$ cat config.mk
export PLATFORM = sky130hd
export DESIGN_NAME = mem_access_ctrl_flat
export DESIGN_NICKNAME = d
export VERILOG_FILES = /design/src/rtl/mem_access_ctrl_pkg.sv /design/src/rtl/mem_access_ctrl_if.sv /design/src/rtl/mem_access_ctrl_lane_merge.sv /design/src/rtl/mem_access_ctrl.sv /design/src/flat_wrapper.sv
export SDC_FILE = /design/constraint.sdc
export NUM_CORES = 1
export LEC_CHECK = 0
export CAP_MARGIN = 20
export CORE_MARGIN = 2
export CORE_UTILIZATION = 47
export DETAILED_ROUTE_END_ITERATION = 16
export HOLD_SLACK_MARGIN = 0.1
export PLACE_DENSITY = 0.94
export SLEW_MARGIN = 5
export SYNTH_ARGS = -nofsm -noshare
export SYNTH_HDL_FRONTEND = slang
export SYNTH_HIERARCHICAL = 1
export SYNTH_SLANG_ARGS = --single-unit
export TNS_END_PERCENT = 50
$ cat constraint.sdc
create_clock -name clk -period 4.2 [get_ports clk]
set_clock_uncertainty 0.05 [all_clocks]
set_input_delay 0.84 -clock clk [delete_from_list [all_inputs] [get_ports clk]]
set_output_delay 0.84 -clock clk [all_outputs]
set_load 0.01 [all_outputs]
$ cat src/rtl/mem_access_ctrl_pkg.sv
// Shared encodings for the load/store access controller: access sizes,
// FSM states and the alignment rule shared by the datapath and merge logic.
package mem_access_ctrl_pkg;

  typedef enum logic [1:0] {
    SZ_BYTE = 2'b00,
    SZ_HALF = 2'b01,
    SZ_WORD = 2'b10,
    SZ_RSVD = 2'b11
  } size_t;

  typedef enum logic {
    ST_IDLE  = 1'b0,
    ST_MERGE = 1'b1
  } state_t;

  // Reserved size is treated as misaligned so it can never touch memory.
  function automatic logic is_misaligned(input size_t size, input logic [1:0] lo);
    logic bad;
    case (size)
      SZ_BYTE: bad = 1'b0;
      SZ_HALF: bad = lo[0];
      SZ_WORD: bad = (lo != 2'b00);
      default: bad = 1'b1;
    endcase
    return bad;
  endfunction

endpackage

$ cat src/rtl/mem_access_ctrl_if.sv
// CPU-side and memory-side signal bundle of the access controller.
// The controller uses the slave view; the environment drives the master view.
interface mem_access_ctrl_if;
  logic [31:0] cpu_addr;
  logic [31:0] cpu_wdata;
  logic        cpu_read;
  logic        cpu_write;
  logic [1:0]  cpu_size;
  logic        cpu_unsigned;
  logic [31:0] cpu_rdata;
  logic        stall;
  logic        misaligned;
  logic [31:0] mem_addr;
  logic [31:0] mem_wdata;
  logic [31:0] mem_rdata;
  logic        mem_read;
  logic        mem_write;

  modport slave (
    input  cpu_addr, cpu_wdata, cpu_read, cpu_write, cpu_size, cpu_unsigned, mem_rdata,
    output cpu_rdata, stall, misaligned, mem_addr, mem_wdata, mem_read, mem_write
  );

  modport master (
    output cpu_addr, cpu_wdata, cpu_read, cpu_write, cpu_size, cpu_unsigned, mem_rdata,
    input  cpu_rdata, stall, misaligned, mem_addr, mem_wdata, mem_read, mem_write
  );
endinterface

$ cat src/rtl/mem_access_ctrl_lane_merge.sv
// Combinational insertion of a byte or halfword into a 32-bit word,
// big-endian lane numbering (offset 0 is the most significant lane).
module lane_merge
  import mem_access_ctrl_pkg::*;
(
  input  logic [31:0] word_in,
  input  logic [15:0] data_in,
  input  logic [1:0]  offset,
  input  size_t       size,
  output logic [31:0] word_out
);

  // Replace the addressed lane(s); any other size leaves the word untouched.
  always_comb begin
    word_out = word_in;
    case (size)
      SZ_BYTE: begin
        case (offset)
          2'b00:   word_out = {data_in[7:0], word_in[23:0]};
          2'b01:   word_out = {word_in[31:24], data_in[7:0], word_in[15:0]};
          2'b10:   word_out = {word_in[31:16], data_in[7:0], word_in[7:0]};
          default: word_out = {word_in[31:8], data_in[7:0]};
        endcase
      end
      SZ_HALF: begin
        if (offset[1]) begin
          word_out = {word_in[31:16], data_in};
        end else begin
          word_out = {data_in, word_in[15:0]};
        end
      end
      default: word_out = word_in;
    endcase
  end

endmodule

$ cat src/rtl/mem_access_ctrl.sv
// Load/store access controller: byte/half/word CPU accesses onto a word memory,
// with load extension and a two-cycle read-modify-write for sub-word stores.
module mem_access_ctrl
  import mem_access_ctrl_pkg::*;
#(
  parameter int ADDR_SIZE = 16
) (
  input  logic               clk,
  input  logic               rst,
  mem_access_ctrl_if.slave   bus
);

  state_t                 state_q, state_d;
  logic [31:0]            word_q, word_d;
  logic [ADDR_SIZE-1:0]   addr_q, addr_d;
  logic [1:0]             off_q, off_d;
  size_t                  size_q, size_d;
  logic [15:0]            data_q, data_d;

  size_t       req_size;
  logic        req_any;
  logic        bad_access;
  logic [7:0]  ld_byte;
  logic [15:0] ld_half;
  logic [31:0] ld_result;
  logic [31:0] merged_word;

  logic        stall_c;
  logic        mem_read_c;
  logic        mem_write_c;
  logic [31:0] mem_addr_c;
  logic [31:0] mem_wdata_c;
  logic [31:0] cpu_rdata_c;

  assign req_size   = size_t'(bus.cpu_size);
  assign req_any    = bus.cpu_read | bus.cpu_write;
  assign bad_access = req_any & is_misaligned(req_size, bus.cpu_addr[1:0]);

  lane_merge u_lane_merge (
    .word_in  (word_q),
    .data_in  (data_q),
    .offset   (off_q),
    .size     (size_q),
    .word_out (merged_word)
  );

  // Load lane selection and sign/zero extension, straight from memory data.
  always_comb begin
    case (bus.cpu_addr[1:0])
      2'b00:   ld_byte = bus.mem_rdata[31:24];
      2'b01:   ld_byte = bus.mem_rdata[23:16];
      2'b10:   ld_byte = bus.mem_rdata[15:8];
      default: ld_byte = bus.mem_rdata[7:0];
    endcase
    if (bus.cpu_addr[1]) begin
      ld_half = bus.mem_rdata[15:0];
    end else begin
      ld_half = bus.mem_rdata[31:16];
    end
    case (req_size)
      SZ_BYTE: ld_result = bus.cpu_unsigned ? {24'h000000, ld_byte} : {{24{ld_byte[7]}}, ld_byte};
      SZ_HALF: ld_result = bus.cpu_unsigned ? {16'h0000, ld_half} : {{16{ld_half[15]}}, ld_half};
      SZ_WORD: ld_result = bus.mem_rdata;
      default: ld_result = 32'h0000_0000;
    endcase
  end

  // Next-state, capture and memory-port control; MERGE ignores CPU inputs.
  always_comb begin
    state_d     = state_q;
    word_d      = word_q;
    addr_d      = addr_q;
    off_d       = off_q;
    size_d      = size_q;
    data_d      = data_q;
    stall_c     = 1'b0;
    mem_read_c  = 1'b0;
    mem_write_c = 1'b0;
    mem_addr_c  = {bus.cpu_addr[31:2], 2'b00};
    mem_wdata_c = 32'h0000_0000;
    cpu_rdata_c = 32'h0000_0000;
    case (state_q)
      ST_IDLE: begin
        if (bad_access) begin
          state_d = ST_IDLE;
        end else if (bus.cpu_write) begin
          if (req_size == SZ_WORD) begin
            mem_write_c = 1'b1;
            mem_wdata_c = bus.cpu_wdata;
          end else begin
            stall_c    = 1'b1;
            mem_read_c = 1'b1;
            word_d     = bus.mem_rdata;
            addr_d     = bus.cpu_addr[ADDR_SIZE+1:2];
            off_d      = bus.cpu_addr[1:0];
            size_d     = req_size;
            data_d     = bus.cpu_wdata[15:0];
            state_d    = ST_MERGE;
          end
        end else if (bus.cpu_read) begin
          mem_read_c  = 1'b1;
          cpu_rdata_c = ld_result;
        end else begin
          state_d = ST_IDLE;
        end
      end
      ST_MERGE: begin
        mem_write_c = 1'b1;
        mem_addr_c  = 32'({addr_q, 2'b00});
        mem_wdata_c = merged_word;
        state_d     = ST_IDLE;
      end
      default: state_d = ST_IDLE;
    endcase
  end

  // State and capture registers with synchronous reset.
  always_ff @(posedge clk) begin
    if (rst) begin
      state_q <= ST_IDLE;
      word_q  <= 32'h0000_0000;
      addr_q  <= '0;
      off_q   <= 2'b00;
      size_q  <= SZ_BYTE;
      data_q  <= 16'h0000;
    end else begin
      state_q <= state_d;
      word_q  <= word_d;
      addr_q  <= addr_d;
      off_q   <= off_d;
      size_q  <= size_d;
      data_q  <= data_d;
    end
  end

  // Reset masks every enable, which also aborts a pending MERGE write.
  assign bus.stall      = stall_c & ~rst;
  assign bus.mem_read   = mem_read_c & ~rst;
  assign bus.mem_write  = mem_write_c & ~rst;
  assign bus.mem_addr   = mem_addr_c;
  assign bus.mem_wdata  = mem_wdata_c;
  assign bus.cpu_rdata  = cpu_rdata_c;
  assign bus.misaligned = bad_access;

endmodule
$ cat src/flat_wrapper.sv
// flat-port wrapper written by rule: the top's interface ports become plain ports
module mem_access_ctrl_flat import mem_access_ctrl_pkg::*;
#(
  parameter int ADDR_SIZE = 16
)
  (clk, rst, bus_cpu_addr, bus_cpu_wdata, bus_cpu_read, bus_cpu_write, bus_cpu_size, bus_cpu_unsigned, bus_mem_rdata, bus_cpu_rdata, bus_stall, bus_misaligned, bus_mem_addr, bus_mem_wdata, bus_mem_read, bus_mem_write);
  mem_access_ctrl_if bus_i ();
  input  logic clk;
  input  logic rst;
  input wire logic [$bits(bus_i.cpu_addr)-1:0] bus_cpu_addr;
  input wire logic [$bits(bus_i.cpu_wdata)-1:0] bus_cpu_wdata;
  input wire logic [$bits(bus_i.cpu_read)-1:0] bus_cpu_read;
  input wire logic [$bits(bus_i.cpu_write)-1:0] bus_cpu_write;
  input wire logic [$bits(bus_i.cpu_size)-1:0] bus_cpu_size;
  input wire logic [$bits(bus_i.cpu_unsigned)-1:0] bus_cpu_unsigned;
  input wire logic [$bits(bus_i.mem_rdata)-1:0] bus_mem_rdata;
  output wire logic [$bits(bus_i.cpu_rdata)-1:0] bus_cpu_rdata;
  output wire logic [$bits(bus_i.stall)-1:0] bus_stall;
  output wire logic [$bits(bus_i.misaligned)-1:0] bus_misaligned;
  output wire logic [$bits(bus_i.mem_addr)-1:0] bus_mem_addr;
  output wire logic [$bits(bus_i.mem_wdata)-1:0] bus_mem_wdata;
  output wire logic [$bits(bus_i.mem_read)-1:0] bus_mem_read;
  output wire logic [$bits(bus_i.mem_write)-1:0] bus_mem_write;
  assign bus_i.cpu_addr = bus_cpu_addr;
  assign bus_i.cpu_wdata = bus_cpu_wdata;
  assign bus_i.cpu_read = bus_cpu_read;
  assign bus_i.cpu_write = bus_cpu_write;
  assign bus_i.cpu_size = bus_cpu_size;
  assign bus_i.cpu_unsigned = bus_cpu_unsigned;
  assign bus_i.mem_rdata = bus_mem_rdata;
  assign bus_cpu_rdata = bus_i.cpu_rdata;
  assign bus_stall = bus_i.stall;
  assign bus_misaligned = bus_i.misaligned;
  assign bus_mem_addr = bus_i.mem_addr;
  assign bus_mem_wdata = bus_i.mem_wdata;
  assign bus_mem_read = bus_i.mem_read;
  assign bus_mem_write = bus_i.mem_write;
  mem_access_ctrl #(.ADDR_SIZE(ADDR_SIZE)) u_core (.clk(clk), .rst(rst), .bus(bus_i));
endmodule
==> flow_summary_export.csv, run 1 <==
group,metric,value,unit
status,status,"finished, final reports clean",
min_path,min_to,"u_core/addr_q[6]",
clock_tree,cts.path.max_buffers,2,
floorplanning,start_util,48.2,%
global_routing,overflow,0,
cells_and_area,fin_cells,942,
sta,fmax,245,MHz
drt,ant_nets,0,
power_and_ir_drop,power,1.73,mW
flow_run,maxCapViolations,0,
logic_synthesis,async_flop_share,0,%
clock_tree,cts-root-buf,"clkbuf_8",
place,gp_congestion,0.950,
drt,drc,0,
global_routing,grt_pass1_wl,28500,µm
sta,period_needed,4080,ps
logic_synthesis,synth_cell_types,48,
logic_synthesis,syn_inst,643,
logic_synthesis,synth_area_per_cell,7.70,µm²
logic_synthesis,ys_top_cells_by_count,"a21oi_1 (87), o21ai_0 (87), nand3_1 (75)",
clock_tree,cts_tree,"yes",
logic_synthesis,synth_top_cells_by_area,"dfxtp_1 (28%), a21oi_1 (8.8%), o21ai_0 (8.8%)",
floorplanning,pin_count,203,
drt,dr.first_iter.drc_count,602,
setup_path,slowest_delay,710,ps
drt,via_count,5791,
floorplanning,chipHeight,107,µm
sta,rsz0062_at_grt,"false",
clock_tree,clkLatencyLatePin,350,ps
place,dp_cells,926,
logic_synthesis,synth_edf_count,0,
min_path,hold_path.class,"flop to flop",
min_path,worstHoldPathCells,2,
cells_and_area,design_area,7140,µm²
logic_synthesis,yosys_warnings,6,
setup_path,cp.arrival,3190,ps
cells_and_area,syn_to_final_growth,44.2,%
setup_path,cp_slowest_cell,"clkdlybuf4s50_1",
sta,tns,0,ps
floorplanning,rows,37,
setup_path,worstPathCellList,"clkdlybuf4s50_1 > mux4_2 > a22oi_4 > a21oi_1 > clkdlybuf4s50_1",
sta,slew_violations,0,
floorplanning,core_area,10300,µm²
power_and_ir_drop,p_per_area,243,nW/µm²
setup_path,r2r-start,"u_core/state_q",
clock_tree,clkSinkCount,69,
place,dp.final_hpwl,13300,µm
setup_path,critPathRequiredTime,3310,ps
drt,wirelength,18300,µm
floorplanning,chipWidth,107,µm
setup_path,path_buf_inv,2,
cells_and_area,diodes,0,
power_and_ir_drop,irDropWorstVdd,196,µV
logic_synthesis,synth_top_cell_by_area,"dfxtp_1",
clock_tree,hold_buffers,0,
power_and_ir_drop,leakage,2.49,nW
setup_path,crit_family,"buffers and inverters",
drt,wire_per_inst,19.4,µm
sta,finalCritPeriodShare,97.1,%
setup_path,r2r_cells,4,
setup_path,crit_path_end_kind,"output pin",
logic_synthesis,seq_area_frac_synth,27.9,%
setup_path,rrSetupSlack,2270,ps
sta,worst_pin_slew,781,ps
setup_path,critical_path_class,"input port to output pin",
logic_synthesis,ys.flop_type,"dfxtp_1",
clock_tree,cts_post_setup_buffers_inserted,0,
global_routing,antenna_found_initial,0,
clock_tree,htree_levels,3,
global_routing,grt_start_max_net_pins,69,
global_routing,grt.total_usage,31.4,%
place,dpl_cell_area,6940,µm²
logic_synthesis,netlist_area,4950,µm²
clock_tree,cts_resized,0,
global_routing,grt_pass1_vias,5354,
setup_path,rr_endpoint,"u_core/word_q[17]",
floorplanning,die_area,11400,µm²
drt,drtPass1Iterations,5,
logic_synthesis,synth-seq-cells,69,
cells_and_area,fin_util,69.5,%
cells_and_area,final_nets,904,
setup_path,start_kind,"input port",
clock_tree,path_clk_slew,80,ps
cells_and_area,drive_gt1_share,11.2,%
sta,setup_viol_count_final,0,
setup_path,crit_top_cell,"clkdlybuf4s50_1",
sta,relSlewSlack,47.9,%
drt,via_per_inst,6.15,
setup_path,crit_path_max_fanout,16,
logic_synthesis,synth_top_cell_area_share,27.9,%
min_path,hp-start,"u_core/addr_q[6]",
clock_tree,cts_buffers,9,
sta,hold_viol,0,
place,io_buffers,200,
## power by group
group	total (mW)	internal, mW	switching [mW]
clock	0.557	0.276	0.281
sequential	0.709	0.682	0.0275
combinational	0.467	0.235	0.232
## metal layers
layer / wire length (µm) / vias to the layer above / GRT usage, % / part of all wire [%]
met2: 8710 / 321 / 50.9 / 48
met1: 7530 / 2722 / 42.0 / 41
met3: 1540 / 44 / 5.71 / 8.4
li1: - / 2704 / - / -
met4: 541 / 0 / 11.3 / 3.0
met5: 0 / - / 0 / 0
## worst reg2reg max path, delay by kind of cell (launching register included)
family	cells	cell delay [ps]
buffers and inverters	1	490
and+or+nand+nor	1	240
DFF	1	680
AOI/OAI and AO/OA	2	400
## logic make-up (layout without fill, tap and decap cells)
family / after synthesis / count (layout) / share of synthesized area (%)
buf+inv: 84 / 246 / 8.36
other cells: 1 / 2 / 0.0757
compound gates: 271 / 271 / 33.9
mux: 38 / 38 / 8.77
simple gates: 180 / 180 / 21.0
flops: 69 / 69 / 27.9
## state kept, by name, summed over array words and instances (netlist names)
signal          cells
u_core/addr_q      16
u_core/word_q      32
u_core/state_q      1
u_core/data_q      16
u_core/size_q       2
u_core/off_q        2
## cell type report
| class | instances | area [µm²] |
|---|---|---|
| fill | 857 | 3140 |
| tap | 136 | 170 |
| multi-input combinational | 491 | 3170 |
| sequential | 69 | 1380 |
| clock inverter | 7 | 73.8 |
| clock buffer | 9 | 124 |
| timing repair buffer | 223 | 2190 |
| inverter | 7 | 26.3 |
## placed cells by master (no fill, tap or decap), types with 2 or more instances in the layout
master / instances
clkdlybuf4s50_1: 199
a21oi_1: 87
o21ai_0: 87
nand3_1: 75
dfxtp_1: 68
a22o_1: 38
nand2_1: 35
mux2_2: 33
buf_4: 21
nor2b_1: 17
a31oi_1: 16
a21o_1: 16
nor3b_1: 10
clkbuf_8: 9
o21a_1: 8
inv_1: 7
nand4bb_1: 6
nor2_1: 5
nor3_1: 5
nand2b_1: 4
and3_1: 4
a221o_1: 4
nor2_2: 4
mux2i_1: 4
o32ai_1: 4
a221oi_1: 4
or4bb_1: 3
clkinv_4: 2
clkinv_2: 2
and3b_1: 2
conb_1: 2
buf_12: 2
## per-stage QoR
step                      hold WS (ps)  worst slack, ps
after floorplan                    377             1330
after global placement             410              185
after detailed placement           415              136
after CTS                          426              134
after global routing               462             20.5
final                              424              122
## how the worst max path moves through the flow
stage | endpoint | cells after the start | from | slack, ps
5_1_grt | bus_cpu_rdata[0] | 6 | bus_cpu_addr[1] | 20
6_report | bus_cpu_rdata[25] | 5 | bus_cpu_addr[0] | 120
2_1_floorplan | bus_mem_read | 4 | bus_cpu_addr[1] | 1330
3_5_place_dp | bus_cpu_rdata[23] | 5 | bus_cpu_addr[0] | 140
3_3_place_gp | bus_cpu_rdata[30] | 5 | bus_cpu_addr[0] | 190
4_1_cts | bus_cpu_rdata[31] | 5 | bus_cpu_addr[0] | 130
Power figures use the tool's default switching activity.
==> run 2, diff against run 1 <==
==> constraint.sdc (replaced) <==
create_clock -name clk -period 4.2 [get_ports clk]
set_clock_uncertainty 0.05 [all_clocks]
set_input_delay 1.26 -clock clk [delete_from_list [all_inputs] [get_ports clk]]
set_output_delay 1.26 -clock clk [all_outputs]
set_load 0.01 [all_outputs]
==> run 2 against run 1 <==
The run now ends with negative setup slack left. Maximum frequency down 3.3%. Clock power up 22%. Non-clock buffer count up 49. Worst setup slack worse by 140 ps. Register-to-register slack worse by 320 ps. Routed wire length up 9.1%. Via count up 9.3%. Design area up 5.3%. Critical path type unchanged. Critical endpoint is now bus_mem_wdata[27].
==> flow_summary_export.csv, run 2 (synthesis results as in run 1) <==
group,metric,value,unit
drt,met3_length,2190,µm
sta,period_needed,4220,ps
drt,dr.first_iter.drc_count,791,
clock_tree,hold_buffers,0,
cells_and_area,drive_gt1_share,21.8,%
place,dpl_cell_area,7280,µm²
cells_and_area,final_common_cell,"clkdlybuf4s50_1",
min_path,hold_path.class,"flop to flop",
drt,drc,0,
setup_path,critical_path_class,"input port to output pin",
cells_and_area,largest_reg_flops,32,
power_and_ir_drop,p_per_area,253,nW/µm²
flow_run,maxCapViolations,0,
clock_tree,clkSinkCount,69,
setup_path,start_kind,"input port",
drt,wire_per_inst,20.2,µm
global_routing,grt.total_usage,33.9,%
sta,slew_violations,0,
drt,wl_met2,9370,µm
floorplanning,chipWidth,107,µm
floorplanning,core_area,10300,µm²
cells_and_area,syn_to_final_growth,51.9,%
global_routing,grt_pass1_vias,6153,
setup_path,cp.arrival,2910,ps
floorplanning,die_area,11400,µm²
drt,via_count,6332,
place,io_buffers,200,
sta,hold_viol,0,
cells_and_area,design_area,7520,µm²
global_routing,grt_start_max_net_pins,69,
sta,fmax,237,MHz
clock_tree,htree_levels,3,
clock_tree,cts_buffers,9,
clock_tree,clkLatencyLatePin,340,ps
setup_path,critPathRequiredTime,2890,ps
status,violations,"negative setup slack",
drt,drtPass1Iterations,6,
cells_and_area,diodes,0,
cells_and_area,layout_common_cells,"clkdlybuf4s50_1 (123), a21oi_1 (87), o21ai_0 (83)",
floorplanning,start_util,48.2,%
floorplanning,pin_count,203,
power_and_ir_drop,leakage,3.04,nW
sta,tns,-24.8,ps
drt,via_per_inst,6.39,
sta,worst_pin_slew,745,ps
global_routing,overflow,0,
cells_and_area,final_nets,953,
drt,ant_nets,0,
sta,finalCritPeriodShare,100,%
clock_tree,path_clk_slew,80,ps
global_routing,antenna_found_initial,0,
drt,top_layer_used,"met4",
place,dp.final_hpwl,13800,µm
setup_path,crit_path_max_fanout,10,
place,gp_congestion,0.966,
setup_path,crit_path_end_kind,"output pin",
drt,wirelength,20000,µm
clock_tree,cts-root-buf,"clkbuf_8",
sta,setup_viol_count_final,2,
global_routing,grt_pass1_wl,31000,µm
floorplanning,chipHeight,107,µm
status,status,"finished, violations left",
power_and_ir_drop,irDropWorstVdd,175,µV
cells_and_area,largest_register,"u_core/word_q",
clock_tree,cts.path.max_buffers,2,
cells_and_area,largest_registers,"u_core/word_q (32), u_core/addr_q (16), u_core/data_q (16)",
drt,wl_met1,7360,µm
sta,relSlewSlack,50.2,%
floorplanning,rows,37,
clock_tree,cts_tree,"yes",
sta,rsz0062_at_grt,"true",
sta,worst_slack,-17.7,ps
## run 2: metrics by stage
stage | cells | hold slack, ps | util, % | total power, mW | setup slack [ps]
floorplan | 644 | 377 | - | 0.949 | 494
finish | 991 | 428 | 73.2 | 1.91 | -17.7
CTS | 990 | 427 | 73.8 | 1.89 | -64.1
global route | 991 | 457 | 73.2 | 1.97 | -29.4
detailed placement | 966 | 416 | 70.9 | 1.22 | -563
global placement | 966 | 409 | 70.9 | 1.20 | -424
## run 2: per-layer routing
| metal | up-vias | global-route usage, % |
|---|---|---|
| met5 | - | 0 |
| met4 | 0 | 16.9 |
| met3 | 112 | 5.84 |
| met2 | 501 | 57.2 |
| met1 | 2921 | 41.5 |
| li1 | 2798 | - |
## run 2: layout make-up
| class | count | area [µm²] |
|---|---|---|
| clock inverter | 5 | 106 |
| sequential | 69 | 1380 |
| multi-input combinational | 491 | 3220 |
| fill | 758 | 2750 |
| inverter | 7 | 26.3 |
| clock buffer | 11 | 141 |
| tap | 136 | 170 |
| timing repair buffer | 272 | 2480 |
## run 2: report_power, final
group / switching (mW) / internal [mW] / total [mW]
clock: 0.266 / 0.413 / 0.680
combinational: 0.253 / 0.263 / 0.516
sequential: 0.0292 / 0.682 / 0.711
## run 2: path summary, 6_finish.rpt
kind               startpoint                end  slack (ps)  depth (start not counted)
max           bus_cpu_size[0]  bus_mem_wdata[27]         -20                          8
min          u_core/addr_q[0]   u_core/addr_q[0]         430                          2
max reg2reg    u_core/state_q  u_core/word_q[26]        1950                          5
min reg2reg  u_core/addr_q[0]   u_core/addr_q[0]         430                          2
## run 2: worst max-delay path: stages
cell and delay (ps):
dlygate4sd2_1 300, buf_6 170, or2_4 270, nor2_4 140, buf_4 160, bufbuf_16 270, a22o_1 120, clkdlybuf4s15_2 220
## run 2: what timing repair did
item | 4_1_cts | 5_1_grt
pin swaps | 2 | 1
endpoints found under the setup margin | 68 | 48
setup buffers | 5 | 1
gates resized for setup | 151 | 48
gates cloned | 3 | 0
